## src/rtl/wb_arbiter_pkg.sv

```systemverilog
// Shared bus definitions for the SRAM arbiter and its watchdog.
package wb_arbiter_pkg;

    // Default bus geometry shared with spi_slave and wb_sram
    localparam int unsigned BUS_WIDTH = 8;
    localparam int unsigned BUS_ABITS = 7;

    // Width of the saturating watchdog-abort counter
    localparam int unsigned TMO_CNT_W = 8;

    // Arbiter state encodings
    typedef enum logic [1:0] {
        ST_IDLE = 2'd0,
        ST_BUS0 = 2'd1,
        ST_BUS1 = 2'd2
    } arb_state_e;

    // One-hot grant vector for a given arbiter state
    function automatic logic [1:0] gnt_of(input arb_state_e s);
        logic [1:0] g;
        g = 2'b00;
        case (s)
            ST_BUS0: g = 2'b01;
            ST_BUS1: g = 2'b10;
            default: g = 2'b00;
        endcase
        return g;
    endfunction

    // Increment that sticks at all-ones
    function automatic logic [TMO_CNT_W-1:0] sat_inc(input logic [TMO_CNT_W-1:0] v);
        logic [TMO_CNT_W-1:0] r;
        r = v;
        if (v != '1) begin
            r = v + 1'b1;
        end
        return r;
    endfunction

endpackage

```

## src/rtl/wb_arbiter_watchdog.sv

```systemverilog
// No-ack watchdog: aborts a strobe that has waited TIMEOUT cycles for ack
// and keeps a saturating count of those aborts.
module wb_watchdog
    import wb_arbiter_pkg::*;
#(
    parameter int unsigned TIMEOUT = 15,
    parameter int unsigned TBITS   = 4
) (
    input  logic                 clk_i,
    input  logic                 rst_ni,
    input  logic                 stb_i,      // granted strobe, before abort masking
    input  logic                 ack_i,
    input  logic                 clr_i,      // grant is changing this cycle
    output logic                 abort_o,
    output logic [TMO_CNT_W-1:0] tmo_cnt_o
);

    localparam logic [TBITS-1:0] LIMIT = TBITS'(TIMEOUT - 1);

    logic [TBITS-1:0]     cnt_q, cnt_d;
    logic [TMO_CNT_W-1:0] tmo_q, tmo_d;

    // Counter value k-1 during the k-th wait cycle, so the abort lands on wait cycle TIMEOUT;
    // an ack in that same cycle suppresses the abort.
    assign abort_o   = stb_i & ~ack_i & (cnt_q == LIMIT);
    assign tmo_cnt_o = tmo_q;

    // Next wait count and abort tally
    always_comb begin
        cnt_d = cnt_q + 1'b1;
        tmo_d = tmo_q;
        if (clr_i || !stb_i || ack_i || abort_o) begin
            cnt_d = '0;
        end
        if (abort_o) begin
            tmo_d = sat_inc(tmo_q);
        end
    end

    // Watchdog state registers
    always_ff @(posedge clk_i or negedge rst_ni) begin
        if (!rst_ni) begin
            cnt_q <= '0;
            tmo_q <= '0;
        end else begin
            cnt_q <= cnt_d;
            tmo_q <= tmo_d;
        end
    end

endmodule

```

## src/rtl/wb_arbiter.sv

```systemverilog
// Two-requester round-robin arbiter in front of the shared SRAM port.
// Grants whole cyc-framed cycles; a watchdog aborts strobes the SRAM never acks.
module wb_arbiter
    import wb_arbiter_pkg::*;
#(
    parameter int unsigned WIDTH   = BUS_WIDTH,
    parameter int unsigned ABITS   = BUS_ABITS,
    parameter int unsigned TIMEOUT = 15,
    parameter int unsigned TBITS   = 4
) (
    input  logic             clk_i,
    input  logic             rst_ni,
    // requester 0: host-access bus
    input  logic             m0_cyc_i,
    input  logic             m0_stb_i,
    input  logic             m0_we_i,
    input  logic             m0_bst_i,
    input  logic [ABITS-1:0] m0_adr_i,
    input  logic [WIDTH-1:0] m0_dat_i,
    output logic [WIDTH-1:0] m0_dat_o,
    output logic             m0_ack_o,
    output logic             m0_err_o,
    // requester 1: acquisition writer
    input  logic             m1_cyc_i,
    input  logic             m1_stb_i,
    input  logic             m1_we_i,
    input  logic             m1_bst_i,
    input  logic [ABITS-1:0] m1_adr_i,
    input  logic [WIDTH-1:0] m1_dat_i,
    output logic [WIDTH-1:0] m1_dat_o,
    output logic             m1_ack_o,
    output logic             m1_err_o,
    // SRAM side
    output logic             s_cyc_o,
    output logic             s_stb_o,
    output logic             s_we_o,
    output logic             s_bst_o,
    output logic [ABITS-1:0] s_adr_o,
    output logic [WIDTH-1:0] s_dat_o,
    input  logic [WIDTH-1:0] s_dat_i,
    input  logic             s_ack_i,
    // status
    output logic [1:0]       gnt_o,
    output logic [7:0]       tmo_cnt_o
);

    arb_state_e       state_q, state_d;
    logic             last_q, last_d;      // 1: requester 1 was granted most recently
    logic [WIDTH-1:0] m0_dat_q, m1_dat_q;
    logic             stb_req;
    logic             abort;
    logic             grant_chg;

    // Arbitration: registered grant, round-robin on ties, handover without idle gap
    always_comb begin
        state_d = state_q;
        last_d  = last_q;
        unique case (state_q)
            ST_IDLE: begin
                if (m0_cyc_i && m1_cyc_i) begin
                    state_d = last_q ? ST_BUS0 : ST_BUS1;
                end else if (m0_cyc_i) begin
                    state_d = ST_BUS0;
                end else if (m1_cyc_i) begin
                    state_d = ST_BUS1;
                end
            end
            ST_BUS0: begin
                if (!m0_cyc_i) begin
                    state_d = m1_cyc_i ? ST_BUS1 : ST_IDLE;
                end
            end
            ST_BUS1: begin
                if (!m1_cyc_i) begin
                    state_d = m0_cyc_i ? ST_BUS0 : ST_IDLE;
                end
            end
            default: state_d = ST_IDLE;
        endcase
        if (state_d == ST_BUS0) begin
            last_d = 1'b0;
        end else if (state_d == ST_BUS1) begin
            last_d = 1'b1;
        end
    end

    // Strobe request of the granted requester, before the watchdog masks it
    always_comb begin
        stb_req = 1'b0;
        unique case (state_q)
            ST_BUS0: stb_req = m0_cyc_i & m0_stb_i;
            ST_BUS1: stb_req = m1_cyc_i & m1_stb_i;
            default: stb_req = 1'b0;
        endcase
    end

    // Bus mux: granted requester drives the SRAM, SRAM ack/data route back to it
    always_comb begin
        s_cyc_o  = 1'b0;
        s_we_o   = 1'b0;
        s_bst_o  = 1'b0;
        s_adr_o  = '0;
        s_dat_o  = '0;
        m0_ack_o = 1'b0;
        m1_ack_o = 1'b0;
        m0_dat_o = m0_dat_q;
        m1_dat_o = m1_dat_q;
        unique case (state_q)
            ST_BUS0: begin
                s_cyc_o  = m0_cyc_i;
                s_we_o   = m0_we_i;
                s_bst_o  = m0_bst_i;
                s_adr_o  = m0_adr_i;
                s_dat_o  = m0_dat_i;
                m0_ack_o = s_ack_i;
                m0_dat_o = s_dat_i;
            end
            ST_BUS1: begin
                s_cyc_o  = m1_cyc_i;
                s_we_o   = m1_we_i;
                s_bst_o  = m1_bst_i;
                s_adr_o  = m1_adr_i;
                s_dat_o  = m1_dat_i;
                m1_ack_o = s_ack_i;
                m1_dat_o = s_dat_i;
            end
            default: ;
        endcase
    end

    assign grant_chg = (state_d != state_q);
    assign s_stb_o   = stb_req & ~abort;
    assign m0_err_o  = abort & (state_q == ST_BUS0);
    assign m1_err_o  = abort & (state_q == ST_BUS1);
    assign gnt_o     = gnt_of(state_q);

    // Arbiter state and per-requester read-data hold registers
    always_ff @(posedge clk_i or negedge rst_ni) begin
        if (!rst_ni) begin
            state_q  <= ST_IDLE;
            last_q   <= 1'b1;
            m0_dat_q <= '0;
            m1_dat_q <= '0;
        end else begin
            state_q  <= state_d;
            last_q   <= last_d;
            m0_dat_q <= m0_dat_o;
            m1_dat_q <= m1_dat_o;
        end
    end

    wb_watchdog #(
        .TIMEOUT (TIMEOUT),
        .TBITS   (TBITS)
    ) u_watchdog (
        .clk_i     (clk_i),
        .rst_ni    (rst_ni),
        .stb_i     (stb_req),
        .ack_i     (s_ack_i),
        .clr_i     (grant_chg),
        .abort_o   (abort),
        .tmo_cnt_o (tmo_cnt_o)
    );

endmodule

```

## config.mk

```make
export PLATFORM = sky130hd
export DESIGN_NAME = wb_arbiter
export DESIGN_NICKNAME = d
export VERILOG_FILES = /design/src/rtl/wb_arbiter_pkg.sv /design/src/rtl/wb_arbiter_watchdog.sv /design/src/rtl/wb_arbiter.sv
export SDC_FILE = /design/constraint.sdc
export NUM_CORES = 1
export LEC_CHECK = 0
export ABC_AREA = 1
export BUFFER_PORTS_ARGS = -buffer_cell sky130_fd_sc_hd__buf_2
export CAP_MARGIN = 10
export CORE_MARGIN = 1.5
export CORE_UTILIZATION = 39
export CTS_CLUSTER_SIZE = 12
export DETAILED_ROUTE_END_ITERATION = 12
export PLACE_DENSITY = 0.69
export SLEW_MARGIN = 30
export SYNTH_ARGS = -nofsm -noshare
export SYNTH_HDL_FRONTEND = slang
export SYNTH_HIERARCHICAL = 1
export SYNTH_SLANG_ARGS = --single-unit
```

## constraint.sdc

```tcl
create_clock -name clk_i -period 5 [get_ports clk_i]
set_clock_uncertainty 0.2 [all_clocks]
set_input_delay 0.5 -clock clk_i [delete_from_list [all_inputs] [get_ports clk_i]]
set_output_delay 0.5 -clock clk_i [all_outputs]
set_load 0.03 [all_outputs]
```

After elaboration in Yosys (flattened, before gate mapping)
Cells that the tools add are included.
{"block": "word_totals", "regBits": 31, "output_inout_bits": 49}
{"block": "op_classes", "addsub": 2, "eq_ne": 7, "mux": 23, "bitwise_logic": 9, "n_reduce_logical": 8}
{"op": "$mux 8", "count": 2}
{"op": "$pmux 8 s2", "count": 1}
{"op": "$mux 2", "count": 7}
{"op": "$pmux 7 s2", "count": 1}
{"op": "$add 8x1->8 const B", "count": 1}
{"op": "$ne 8x8->1 const B", "count": 1}
{"op": "$pmux 1 s2", "count": 4}
{"op": "$and 1x1->1", "count": 7}
{"op": "$pmux 2 s3", "count": 1}
{"op": "$mux 1", "count": 5}
{"op": "$add 4x1->4 const B", "count": 1}
{"op": "$eq 2x1->1 const B", "count": 2}
{"op": "$eq 2x2->1 const B", "count": 2}
{"op": "$eq 4x4->1 const B", "count": 1}
{"op": "$mux 4", "count": 1}
{"op": "$pmux 2 s2", "count": 1}
{"op": "$logic_or 1x1->1", "count": 3}
{"op": "$logic_not 2->1", "count": 1}
{"op": "$ne 2x2->1", "count": 1}
{"op": "$not 1->1", "count": 2}
{"op": "$reduce_and 2->1", "count": 1}
{"op": "$reduce_bool 2->1", "count": 1}
{"op": "$logic_and 1x1->1", "count": 1}
{"op": "$logic_not 1->1", "count": 1}

Longest topological paths before layout
Gate-level depths: netlist of run 1.
{"block": "logic_depth", "ltp_word": 9, "mapped_depth": 14, "mapped_depth_nobuf": 14}

Cells and area by module
The synthesis of run 1 kept the hierarchy.
{"module": "wb_arbiter", "instances": 1, "cells_each": 169, "area_per_inst_um2": 1212.4, "seq_area_each_um2": 476.7}
{"module": "wb_watchdog", "instances": 1, "cells_each": 87, "area_per_inst_um2": 676.9, "seq_area_each_um2": 300.3}

Least setup slack after synthesis of run 1
No wires, ideal clock.
{"block": "synth_path", "path_type": "register to output", "start": "register state_q[0]", "end": "output port s_stb_o", "arrival_time_ns": 2.197, "required_time_ns": 4.300, "setup_slack_ns": 2.103, "path_stages_with_launch": 9, "path_cell_list": "dfrtp_1 -> inv_1 -> ha_1 -> buf_2 -> nand3_1 -> a21oi_1 -> nand2_1 -> nor2_4 -> a211oi_1"}
{"block": "synth_between", "elab_chain_len": 6, "word_cells_on_any_way": 7, "classes_between": "2 x eq/ne; 1 x mux; 4 x bitwise"}
{"element": "start, declared", "line": "wb_arbiter.sv:47", "text": "arb_state_e state_q, state_d;"}
{"element": "start signal, assigned", "line": "wb_arbiter.sv:145", "text": "state_q <= state_d;"}
{"element": "$eq 2x2->1 or $eq 2x1->1 (tied branches)", "line": "wb_arbiter.sv:90", "text": "unique case (state_q)"}
{"element": "$pmux 1 s2 (*)", "line": "wb_arbiter.sv:90"}
{"element": "net stb_req", "line": "wb_arbiter.sv:50", "text": "logic stb_req;"}
{"element": "$and 1x1->1 (*) (2 in a row)", "line": "wb_arbiter_watchdog.sv:25", "text": "assign abort_o = stb_i & ~ack_i & (cnt_q == LIMIT);"}
{"element": "net abort", "line": "wb_arbiter.sv:51", "text": "logic abort;"}
{"element": "$not 1->1 (*)", "line": "wb_arbiter.sv:132", "text": "assign s_stb_o = stb_req & ~abort;"}
{"element": "$and 1x1->1 (*)", "line": "wb_arbiter.sv:132"}
{"element": "end, declared", "line": "wb_arbiter.sv:35", "text": "output logic s_stb_o,"}
Mark *: on every way through the listed nets, which the timed path passes. The rest lies on a longest branch.

Final worst setup path of run 1
{"block": "layout_path", "start": "register state_q[1]", "end": "output port m0_err_o"}
{"block": "layout_between", "elab_chain_len": 5, "word_cells_on_any_way": 6, "classes_between": "2 x eq/ne; 1 x mux; 3 x bitwise"}
{"element": "$eq 2x2->1 or $eq 2x1->1 (tied branches)", "line": "wb_arbiter.sv:90"}
{"element": "$pmux 1 s2 (*)", "line": "wb_arbiter.sv:90"}
{"element": "net stb_req", "line": "wb_arbiter.sv:50"}
{"element": "$and 1x1->1 (*) (2 in a row)", "line": "wb_arbiter_watchdog.sv:25"}
{"element": "net abort", "line": "wb_arbiter.sv:51"}
{"element": "$and 1x1->1 (*)", "line": "wb_arbiter.sv:133", "text": "assign m0_err_o = abort & (state_q == ST_BUS0);"}
{"element": "end, declared", "line": "wb_arbiter.sv:22", "text": "output logic m0_err_o,"}
Marks and branches as above.

==> results by group, run 1 <==
Run status
  • Status: completed

STA
  • # setup viols final: 0
  • Fin crit share: 0.614
  • Max_slew headroom: 0.545
  • Slew Limit Fails: 0
  • Worst Tran Pin Value: 683 ps
  • Final min period: 3070 ps
  • Setup TNS: 0 ps
  • Final Hold Fails: 0
  • Fmax: 0.326 GHz
  • RSZ-0062 raised after global routing: false

Floorplan
  • IO Pins: 98
  • DIE WIDTH: 72.6 um
  • Die Y: 72.6 um
  • Core ar.: 0.00469 mm2
  • Starting Density: 0.403
  • Row Count: 25
  • Die Area: 0.00527 mm2

Place
  • Detailed Place HPWL: 3390 um
  • Cell Area, Placed: 0.00240 mm2
  • Gpl congestion: 0.780
  • I/O Buffers: 97

GRT
  • Overflow after GRT: 0
  • First-pass GRT wire length: 7010 um
  • Largest net degree at the start of global routing: 32
  • Gr usage total: 0.172
  • Initial antenna violation count: 0
  • Vias in the first global route: 1609

Yosys
  • Synth Flop Type: dfrtp_1
  • Warnings, synthesis: 6
  • Most common cell in the netlist: nand2_1
  • Number of flops mapped to enable cells by yosys: 0
  • Synth top area share: 0.397
  • Synth Area per Inst: 7.38 um2
  • Post-synth cell types: 28
  • Area leader, netlist: dfrtp_1
  • Synth Net Count: 314
  • Top cells by count, synth: nand2_1, dfrtp_1, inv_1, a21oi_1
  • Synthesis-stage register bit count: 31
  • Cells after Synth: 256
  • Area contributors post-synth: dfrtp_1, nand2_1, ha_1, a21oi_1, mux2_2
  • Ys async rst share: 1.00
  • Sequential-to-total area share from yosys stat: 0.411
  • Mapped Area: 0.00189 mm2

Drt
  • Total number of vias: 1904
  • Wirelength per Cell: 11.0 um
  • ANT nets after route: 0
  • Vias per cell: 4.67
  • DR DRC count: 0
  • Starting DRC count in detailed routing: 44
  • Drt total wl: 4500 um
  • Length of the first detailed-routing pass in iterations: 4

CTS
  • Resized cells post-CTS: 0
  • CTS sink count: 31
  • Number of post-CTS setup repair buffers: 0
  • H-tree depth: 2
  • CTS root buf: clkbuf_8
  • TritonCTS clock tree: built
  • CTS clock-pin slew for the worst setup and hold paths: 60 ps
  • # hold bufs at CTS: 0
  • CTS Buffer Depth: 2
  • Total CTS buffers: 5
  • Clk_lat worst skew: 280 ps

Critical path
  • Flop2flop setup slack: 2570 ps
  • Crit path cell chain: inv_1 -> ha_1 -> nand3_1 -> a21oi_1 -> nand2_1 -> nor2_4 -> nand2_1 -> inv_1 -> buf_2
  • CP endpoint kind: output pin
  • RR Endpoint: u_watchdog/cnt_q[3]
  • Crit path max fanout: 11
  • Worst Setup Start Kind: flop
  • Slowest cell on the critical path: ha_1
  • FF-to-FF path depth: 14
  • Arr. time, crit path: 2370 ps
  • Largest stage delay on the critical path: 480 ps
  • Kind of critical path: flop to output pin
  • Critical path data required time: 4300 ps
  • RR Startpoint: state_q[1]

Final layout
  • Inserted Diodes: 0
  • Fillers: 464
  • Final Cell Area: 0.00249 mm2
  • Nets: 411
  • Layout cell share with drive strength beyond 1: 0.353
  • Area delta synth->final: 31.7%

Power
  • Internal power: 663 uW
  • Leakage power: 1.40 nW
  • Max rail drop VDD: 363 uV
  • Sequential share of power: 0.261
  • Combinational power share: 0.605
  • Clock Power Share: 0.134
  • Pwr Density: 554 mW/mm2
  • Switching power: 716 uW
  • Sw Ratio: 0.519

Flow run
  • Max cap viols: 0

Hold path
  • Min-Delay Path Class: input pin to async pin
==> power by group through the flow <==
| stage | sequential (mW) | combinational (mW) | clock (mW) |
|---|---|---|---|
| after global placement | 0.362 | 0.837 | 0 |
| after detailed placement | 0.366 | 0.841 | 0 |
| final | 0.361 | 0.834 | 0.185 |
| after CTS | 0.361 | 0.845 | 0.194 |
| after floorplan | 0.358 | 0.639 | 0 |
| after global routing | 0.370 | 0.908 | 0.206 |
==> area by class of cell <==
cell class | count | area [um2] | area share
Clock buffer | 5 | 68.8 | 0.0277
Sequential cell | 31 | 777 | 0.312
Inverter | 24 | 93.8 | 0.0377
Timing Repair Buffer | 98 | 493 | 0.198
Clock inverter | 3 | 15.0 | 0.00603
Tap cell | 54 | 67.6 | 0.0271
Multi-Input combinational cell | 193 | 973 | 0.391
==> per-layer routing <==
| metal | part of all wire | track usage | routed length (um) |
|---|---|---|---|
| met1 | 0.44 | 0.202 | 1990 |
| met2 | 0.47 | 0.302 | 2110 |
| met3 | 0.074 | 0.0414 | 332 |
| met4 | 0.017 | 0.0692 | 76 |
| met5 | 0 | 0 | 0 |
==> critical path, delay by kind of cell (launching register included) <==
kind	cells	cell delay, ps
AOI/OAI and AO/OA	1	170
adders and majority gates	1	480
buffers and inverters	3	410
DFF	1	430
and+or+nand+nor	4	590
==> logic make-up (layout without fill, tap and decap cells) <==
group	count (synthesis)	count (layout)	share of synthesized area
DFF	31	31	0.411
xor gates and xnor gates	4	4	0.0185
AOI/OAI and AO/OA	26	26	0.0715
and+or+nand+nor	146	146	0.318
muxes	8	8	0.0477
adders and majority gates	9	9	0.0596
buffers and inverters	32	130	0.0735
==> flip-flops by register name, indices dropped and copies added (netlist names) <==
name and cells:
m0_dat_q 8, m1_dat_q 8, u_watchdog/tmo_cnt_o 8, u_watchdog/cnt_q 4
state_q 2, last_q 1
==> cell usage in the layout, fill, tap and decap left out, types with 4 or more instances in the layout <==
cell / n
nor2_1: 10
dfrtp_1: 30
inv_1: 21
nand3_1: 10
clkbuf_8: 5
clkinv_2: 4
ha_1: 9
nand2_1: 116
mux2_2: 8
buf_2: 97
a21oi_1: 20
==> metrics by stage <==
stage	hold slack [ps]	utilization	total power [mW]	std cells	worst slack, ps
global placement	249	0.513	1.20	400	2270
global route	109	0.530	1.48	408	1660
detailed placement	251	0.513	1.21	400	2200
floorplan	4.41	-	0.998	256	2100
finish	55.8	0.530	1.38	408	1930
CTS	74.7	0.530	1.40	408	1880
==> worst max-delay path by stage <==
stage | endpoint | slack [ps] | depth (start not counted) | from
floorplan | s_stb_o | 2100 | 8 | state_q[0]
global placement | m0_err_o | 2270 | 9 | state_q[1]
detailed placement | m0_err_o | 2200 | 9 | state_q[1]
CTS | m0_err_o | 1880 | 9 | state_q[1]
global route | m0_err_o | 1660 | 9 | state_q[1]
finish | m0_err_o | 1930 | 9 | state_q[1]
Note: power is estimated with default switching activity, not from simulation.
==> run 2: changes to the inputs <==
--- a/config.mk
+++ b/config.mk
@@ -5,14 +5,14 @@
 export SDC_FILE = /design/constraint.sdc
 export NUM_CORES = 1
 export LEC_CHECK = 0
-export ABC_AREA = 1
+export ABC_AREA = 0
 export BUFFER_PORTS_ARGS = -buffer_cell sky130_fd_sc_hd__buf_2
 export CAP_MARGIN = 10
 export CORE_MARGIN = 1.5
 export CORE_UTILIZATION = 39
 export CTS_CLUSTER_SIZE = 12
 export DETAILED_ROUTE_END_ITERATION = 12
-export PLACE_DENSITY = 0.69
+export PLACE_DENSITY = 0.68
 export SLEW_MARGIN = 30
 export SYNTH_ARGS = -nofsm -noshare
 export SYNTH_HDL_FRONTEND = slang
==> constraint.sdc (replaced) <==
create_clock -name clk_i -period 2.9 [get_ports clk_i]
set_clock_uncertainty 0.2 [all_clocks]
set_input_delay 0.29 -clock clk_i [delete_from_list [all_inputs] [get_ports clk_i]]
set_output_delay 0.29 -clock clk_i [all_outputs]
set_load 0.03 [all_outputs]
==> run 2 against run 1 <==
Routed wire length rose by 16%. Synthesized cell count fell by 26%. First-iteration DRC count rose by 52%. Cell count fell by 12%. Sequential cell count did not move. Clock power rose by 79%. Register-to-register slack got worse by 2300 ps. Non-clock buffer count rose by 7. Setup slack got worse by 1700 ps. Via count fell by 2.8%.
==> results by group, run 2 <==
Run status
  • Status: completed (unchanged)

STA
  • Final Hold Fails: 0 (unchanged)
  • Slew Limit Fails: 0 (unchanged)
  • Fmax: 0.368 GHz
  • Max_slew headroom: 0.544 (was 0.545)
  • Worst Tran Pin Value: 684 ps (was 683 ps)
  • Setup TNS: 0 ps (unchanged)
  • RSZ-0062 raised after global routing: false (unchanged)
  • Final min period: 2710 ps
  • # setup viols final: 0 (unchanged)
  • Fin crit share: 0.936
  • Worst setup margin: 186 ps (was 1930 ps)

Drt
  • Total number of vias: 1851 (was 1904)
  • ANT nets after route: 0 (unchanged)
  • DR DRC count: 0 (unchanged)
  • Vias per cell: 5.14 (was 4.67)
  • Wirelength per Cell: 14.4 um (was 11.0 um)
  • Starting DRC count in detailed routing: 67 (was 44)
  • Length of the first detailed-routing pass in iterations: 4 (unchanged)
  • Drt total wl: 5200 um (was 4500 um)

Place
  • Detailed Place HPWL: 3920 um (was 3390 um)
  • Gpl congestion: 0.815 (was 0.780)
  • Placed Cells: 351 (was 400)
  • Place WS: 307 ps (was 2200 ps)
  • I/O Buffers: 97 (unchanged)

CTS
  • CTS root buf: clkbuf_8 (unchanged)
  • TritonCTS clock tree: built (unchanged)
  • Clk_lat worst skew: 280 ps (about the same)
  • CTS Buffer Depth: 2 (unchanged)
  • Number of post-CTS setup repair buffers: 0 (unchanged)
  • H-tree depth: 2 (unchanged)
  • CTS clock-pin slew for the worst setup and hold paths: 70 ps (was 60 ps)
  • Total CTS buffers: 5 (unchanged)
  • CTS sink count: 31 (unchanged)

Power
  • Max rail drop VDD: 729 uV (was 363 uV)
  • Leakage power: 1.33 nW (was 1.40 nW)
  • Pwr Density: 995 mW/mm2 (was 554 mW/mm2)

Final layout
  • Fillers: 476 (was 464)
  • Inserted Diodes: 0 (unchanged)
  • Area delta synth->final: 34.1% (was 31.7%)
  • Nets: 350 (was 411)
  • Most common cell after layout, fill and taps aside: buf_2 (was nand2_1)
  • Most frequent cells in the layout: buf_2, dfrtp_1, mux2_2, nor2b_1, a22oi_1 (was nand2_1, buf_2, dfrtp_1, inv_1, a21oi_1)
  • Cell Count, Final, Fillers Out: 360 (was 408)
  • Layout cell share with drive strength beyond 1: 0.495 (was 0.353)

Hold path
  • Min-Delay Path Class: input pin to flop (was input pin to async pin)
  • Hold path depth: 2

Floorplan
  • Die Y: 74.2 um (was 72.6 um)
  • Starting Density: 0.411 (was 0.403)
  • Die Area: 0.00551 mm2 (was 0.00527 mm2)
  • DIE WIDTH: 74.2 um (was 72.6 um)
  • Row Count: 25 (unchanged)
  • Core ar.: 0.00482 mm2 (was 0.00469 mm2)
  • IO Pins: 98 (unchanged)

Yosys
  • Post-synth cell types: 45 (was 28)
  • Area leader, netlist: dfrtp_1 (unchanged)
  • Area contributors post-synth: dfrtp_1, mux2_2, a22oi_1, nor2b_1, ha_1 (was dfrtp_1, nand2_1, ha_1, a21oi_1, mux2_2)
  • Synth Area per Inst: 10.4 um2 (was 7.38 um2)
  • Warnings, synthesis: 6 (unchanged)
  • Sequential-to-total area share from yosys stat: 0.393 (was 0.411)
  • Ys async rst share: 1.00 (unchanged)
  • Synth top area share: 0.379 (was 0.397)
  • Mapped Area: 0.00198 mm2 (was 0.00189 mm2)
  • Most common cell in the netlist: dfrtp_1 (was nand2_1)
  • Cells after Synth: 190 (was 256)
  • Synth Flop Type: dfrtp_1 (unchanged)
  • Top cells by count, synth: dfrtp_1, mux2_2, nor2b_1, a22oi_1, nand2_1 (was nand2_1, dfrtp_1, inv_1, a21oi_1)
  • Synthesis-stage register bit count: 31 (unchanged)
  • Number of flops mapped to enable cells by yosys: 0 (unchanged)
  • Synth Net Count: 248 (was 314)

Critical path
  • Worst Setup Start Kind: flop (unchanged)
  • Kind of critical path: flop to output pin (unchanged)
  • Arr. time, crit path: 2220 ps (was 2370 ps)
  • FF-to-FF path depth: 7 (was 14)
  • Crit path max fanout: 9 (was 11)
  • CP endpoint kind: output pin (unchanged)
  • Critical path data required time: 2410 ps (was 4300 ps)

GRT
  • Vias in the first global route: 1704 (was 1609)
  • Overflow after GRT: 0 (unchanged)
  • First-pass GRT wire length: 7840 um (was 7010 um)
  • Gr usage total: 0.190 (was 0.172)
  • Largest net degree at the start of global routing: 32 (unchanged)
  • Initial antenna violation count: 0 (unchanged)

Flow run
  • Max cap viols: 0 (unchanged)
run 2: cell types whose count changed after synthesis, sizes merged, moves of 13 or more:
cell   delta
mux2     +13
nand2   -109
a21oi    -14
nor2b    +20
inv      -18
a22oi    +17
run 2: repair_timing:
action | 4_1_cts | 5_1_grt
hold buffers | 1 | 0
endpoints found under the hold margin | 30 | 0
setup endpoints to repair | 0 | 2
resized for setup | 0 | 1
run 2: cells by family (layout without fill, tap and decap cells):
| logic type | count (synthesis) | count (layout) | share of synthesized area |
|---|---|---|---|
| xor gates and xnor gates | 4 | 4 | 0.0177 |
| muxes | 22 | 22 | 0.125 |
| and+or+nand+nor | 66 | 66 | 0.210 |
| adders and majority gates | 9 | 9 | 0.0569 |
| buffers and inverters | 15 | 118 | 0.0341 |
| DFF | 31 | 31 | 0.393 |
| AOI/OAI and AO/OA | 43 | 43 | 0.164 |
run 2: path summary, 6_finish.rpt:
| check | start | end | slack, ps |
|---|---|---|---|
| setup / recovery | state_q[1] | m1_err_o | 190 |
| hold reg to reg | m0_dat_q[5] | m0_dat_q[5] | 290 |
| max in group asynchronous | rst_ni | m0_dat_q[6] | 1670 |
| hold / removal | s_dat_i[0] | m0_dat_q[0] | 70 |
| min in group asynchronous | rst_ni | u_watchdog/tmo_cnt_o[5] | 390 |
| setup reg to reg | state_q[1] | u_watchdog/cnt_q[2] | 270 |
run 2: metal layers:
| layer | part of all wire | routed length (um) | vias to the layer above | track usage |
|---|---|---|---|---|
| met1 | 0.43 | 2210 | 857 | 0.230 |
| met3 | 0.090 | 469 | 6 | 0.0501 |
| met5 | 0 | 0 | - | 0 |
| met4 | 0.015 | 79 | 0 | 0.0667 |
| li1 | - | - | 898 | - |
| met2 | 0.47 | 2440 | 90 | 0.326 |
run 2: final cells by class:
type                            instances  area [um2]  area share
Tap cell                               67        83.8      0.0316
Clock inverter                          3        20.0     0.00754
Multi-Input combinational cell        144        1140       0.429
Clock buffer                            5        68.8      0.0259
Inverter                                5        18.8     0.00707
Timing Repair Buffer                  105         548       0.207
Sequential cell                        31         777       0.293
run 2: through the flow:
stage / hold slack, ps / total power [mW] / cell area (um2) / utilization
after global routing: 57.5 / 2.82 / 2650 / 0.551
after floorplan: -206 / 1.86 / 1980 / -
after detailed placement: 181 / 2.33 / 2550 / 0.530
after CTS: 51.7 / 2.67 / 2650 / 0.550
final: 65.4 / 2.64 / 2650 / 0.551
after global placement: 179 / 2.30 / 2550 / 0.530
run 2: critical path, cell delays in order, from the launching register on:
cell and delay [ps]:
dfrtp_1 490, inv_1 130, ha_1 330, a21boi_1 220
nand2b_1 160, nor2_1 250, and2_1 160, buf_2 190
run 2: report_power, final:
group          internal [mW]  leakage, nW  switching, mW
combinational          0.632        0.900           1.06
clock                  0.167       0.0402          0.164
sequential             0.571        0.392         0.0488
total                   1.37         1.33           1.27
==> run 3: changes to the inputs <==
--- a/config.mk
+++ b/config.mk
@@ -6,7 +6,7 @@
 export NUM_CORES = 1
 export LEC_CHECK = 0
 export ABC_AREA = 0
-export BUFFER_PORTS_ARGS = -buffer_cell sky130_fd_sc_hd__buf_2
+export BUFFER_PORTS_ARGS = -buffer_cell sky130_fd_sc_hd__clkbuf_2
 export CAP_MARGIN = 10
 export CORE_MARGIN = 1.5
 export CORE_UTILIZATION = 39
==> run 3 against run 2 <==
Register-to-register slack better by 30 ps. Sequential power about the same. Setup slack better by 57 ps. Utilization up 0.36 points. Global-route usage down 0.83 points. Hold slack better by 15 ps. Non-clock buffer count unchanged. Total power up 1.5%. Clock power up 12%. First-iteration DRC count up 58%. Final area up 0.66%. Critical path depth up 1. Largest cell class unchanged. Largest power group unchanged. Highest routed layer unchanged.
==> results by group, run 3 (same netlist as run 2, synthesis figures left out) <==
Drt
  • ANT nets after route: 0 (unchanged)
  • Starting DRC count in detailed routing: 106 (was 67)
  • Wirelength per Cell: 13.8 um (was 14.4 um)
  • Total number of vias: 1842 (was 1851)
  • Drt total wl: 4980 um (was 5200 um)
  • Vias per cell: 5.12 (was 5.14)
  • DR DRC count: 0 (unchanged)
  • Length of the first detailed-routing pass in iterations: 4 (unchanged)

STA
  • Slew Limit Fails: 0 (unchanged)
  • Setup TNS: 0 ps (unchanged)
  • Final Hold Fails: 0 (unchanged)
  • Fmax: 0.376 GHz (was 0.368 GHz)
  • Fin crit share: 0.916 (was 0.936)
  • Final min period: 2660 ps (was 2710 ps)
  • RSZ-0062 raised after global routing: false (unchanged)
  • Max_slew headroom: 0.497 (was 0.544)
  • # setup viols final: 0 (unchanged)
  • Worst Tran Pin Value: 754 ps (was 684 ps)
  • Worst setup margin: 243 ps (was 186 ps)

Final layout
  • Most frequent cells in the layout: clkbuf_2, dfrtp_1, mux2_2, nor2b_1, a22oi_1 (was buf_2, dfrtp_1, mux2_2, nor2b_1, a22oi_1)
  • Area delta synth->final: 35.0% (was 34.1%)
  • Layout cell share with drive strength beyond 1: 0.498 (was 0.495)
  • Inserted Diodes: 0 (unchanged)
  • Most common cell after layout, fill and taps aside: clkbuf_2 (was buf_2)
  • Nets: 350 (unchanged)

Critical path
  • CP Buf/Inv Count: 2 (unchanged)
  • Worst Setup Start Kind: flop (unchanged)
  • Kind of critical path: flop to output pin (unchanged)
  • FF-to-FF path depth: 8 (was 7)
  • Largest stage delay on the critical path: 470 ps (was 490 ps)
  • CP endpoint kind: output pin (unchanged)
  • Crit path max-delay family: simple AND/OR/NAND/NOR gates (unchanged)
  • Arr. time, crit path: 2170 ps (was 2220 ps)
  • Slowest cell on the critical path: dfrtp_1 (unchanged)
  • Crit path max fanout: 9 (unchanged)
  • Critical path data required time: 2410 ps (about the same)
  • Crit path depth: 8 (was 7)
  • Crit path cell chain: inv_1 -> ha_1 -> nand3_1 -> a21boi_1 -> nand2b_1 -> nor2_2 -> and2_1 -> clkbuf_2 (was inv_1 -> ha_1 -> a21boi_1 -> nand2b_1 -> nor2_1 -> and2_1 -> buf_2)

Place
  • I/O Buffers: 97 (unchanged)
  • Place WS: 343 ps (was 307 ps)
  • Gpl congestion: 0.832 (was 0.815)
  • Detailed Place HPWL: 3850 um (was 3920 um)

Hold path
  • Min-Delay Path Class: input pin to flop (unchanged)
  • Hold path depth: 2 (unchanged)

CTS
  • CTS root buf: clkbuf_8 (unchanged)
  • H-tree depth: 2 (unchanged)
  • TritonCTS clock tree: built (unchanged)
  • CTS sink count: 31 (unchanged)
  • Clk_lat worst skew: 280 ps (about the same)
  • Total CTS buffers: 5 (unchanged)
  • CTS Buffer Depth: 2 (unchanged)
  • CTS clock-pin slew for the worst setup and hold paths: 60 ps (was 70 ps)

GRT
  • Vias in the first global route: 1670 (was 1704)
  • Gr usage total: 0.182 (was 0.190)
  • Routing usage on met3: 0.0501 (unchanged)
  • Overflow after GRT: 0 (unchanged)
  • GR peak layer: met2 (unchanged)
  • Initial antenna violation count: 0 (unchanged)
  • Met2 Use GR: 0.308 (was 0.326)
  • M1 GR Usage: 0.218 (was 0.230)
  • Largest net degree at the start of global routing: 32 (unchanged)
  • First-pass GRT wire length: 7560 um (was 7840 um)

Floorplan
  • Core ar.: 0.00482 mm2 (unchanged)
  • IO Pins: 98 (unchanged)
  • Die Area: 0.00551 mm2 (unchanged)
  • Row Count: 25 (unchanged)
  • DIE WIDTH: 74.2 um (unchanged)
  • Die Y: 74.2 um (unchanged)
  • Starting Density: 0.411 (unchanged)

Power
  • Pwr Density: 1000 mW/mm2 (was 995 mW/mm2)
  • Leakage power: 1.33 nW (about the same)
  • Max rail drop VDD: 678 uV (was 729 uV)

Flow run
  • Max cap viols: 0 (unchanged)

Run status
  • Status: completed (unchanged)
-- run 3: layer usage --
layer | wire, um | share of wire | up-vias
li1 | - | - | 893
met1 | 2130 | 0.43 | 852
met2 | 2350 | 0.47 | 91
met3 | 460 | 0.092 | 6
met4 | 44 | 0.0088 | 0
met5 | 0 | 0 | -
-- run 3: final cells by class --
cell class	instances	area, um2
clock buffer	7	96.3
tap	67	83.8
timing repair buffer	105	548
clock inverter	1	7.51
inverter	5	18.8
sequential	31	777
multi-input combinational	144	1140
fill	476	2150
-- run 3: worst paths after layout --
check	slack [ps]	endpoint	from
max	240	m1_err_o	state_q[1]
min	80	m0_dat_q[2]	s_dat_i[2]
max reg2reg	300	u_watchdog/cnt_q[3]	state_q[1]
min reg2reg	290	u_watchdog/cnt_q[0]	u_watchdog/cnt_q[0]
max in group asynchronous	1600	u_watchdog/tmo_cnt_o[1]	rst_ni
min in group asynchronous	410	u_watchdog/tmo_cnt_o[5]	rst_ni
-- run 3: power by group --
| part | switching (mW) | total (mW) | internal, mW |
|---|---|---|---|
| logic | 1.07 | 1.69 | 0.624 |
| registers | 0.0480 | 0.619 | 0.571 |
| clock network | 0.156 | 0.372 | 0.216 |
| total | 1.27 | 2.68 | 1.41 |
-- run 3: timing repair --
action | in CTS | in global routing
hold buffers | 1 | 0
resized for setup | 0 | 2
setup endpoints to repair | 0 | 2
hold endpoints to repair | 30 | 0
buffers inserted | 0 | 0
-- run 3: per-stage QoR --
stage               cells  utilization  hold slack [ps]  instance area, um2  power, mW
floorplan             190            -             -206                1980       1.86
detailed placement    351        0.530              209                2550       2.32
global placement      351        0.530              210                2550       2.30
global route          360        0.555             72.4                2670       2.86
CTS                   360        0.554             69.8                2670       2.70
finish                360        0.555             80.2                2670       2.68
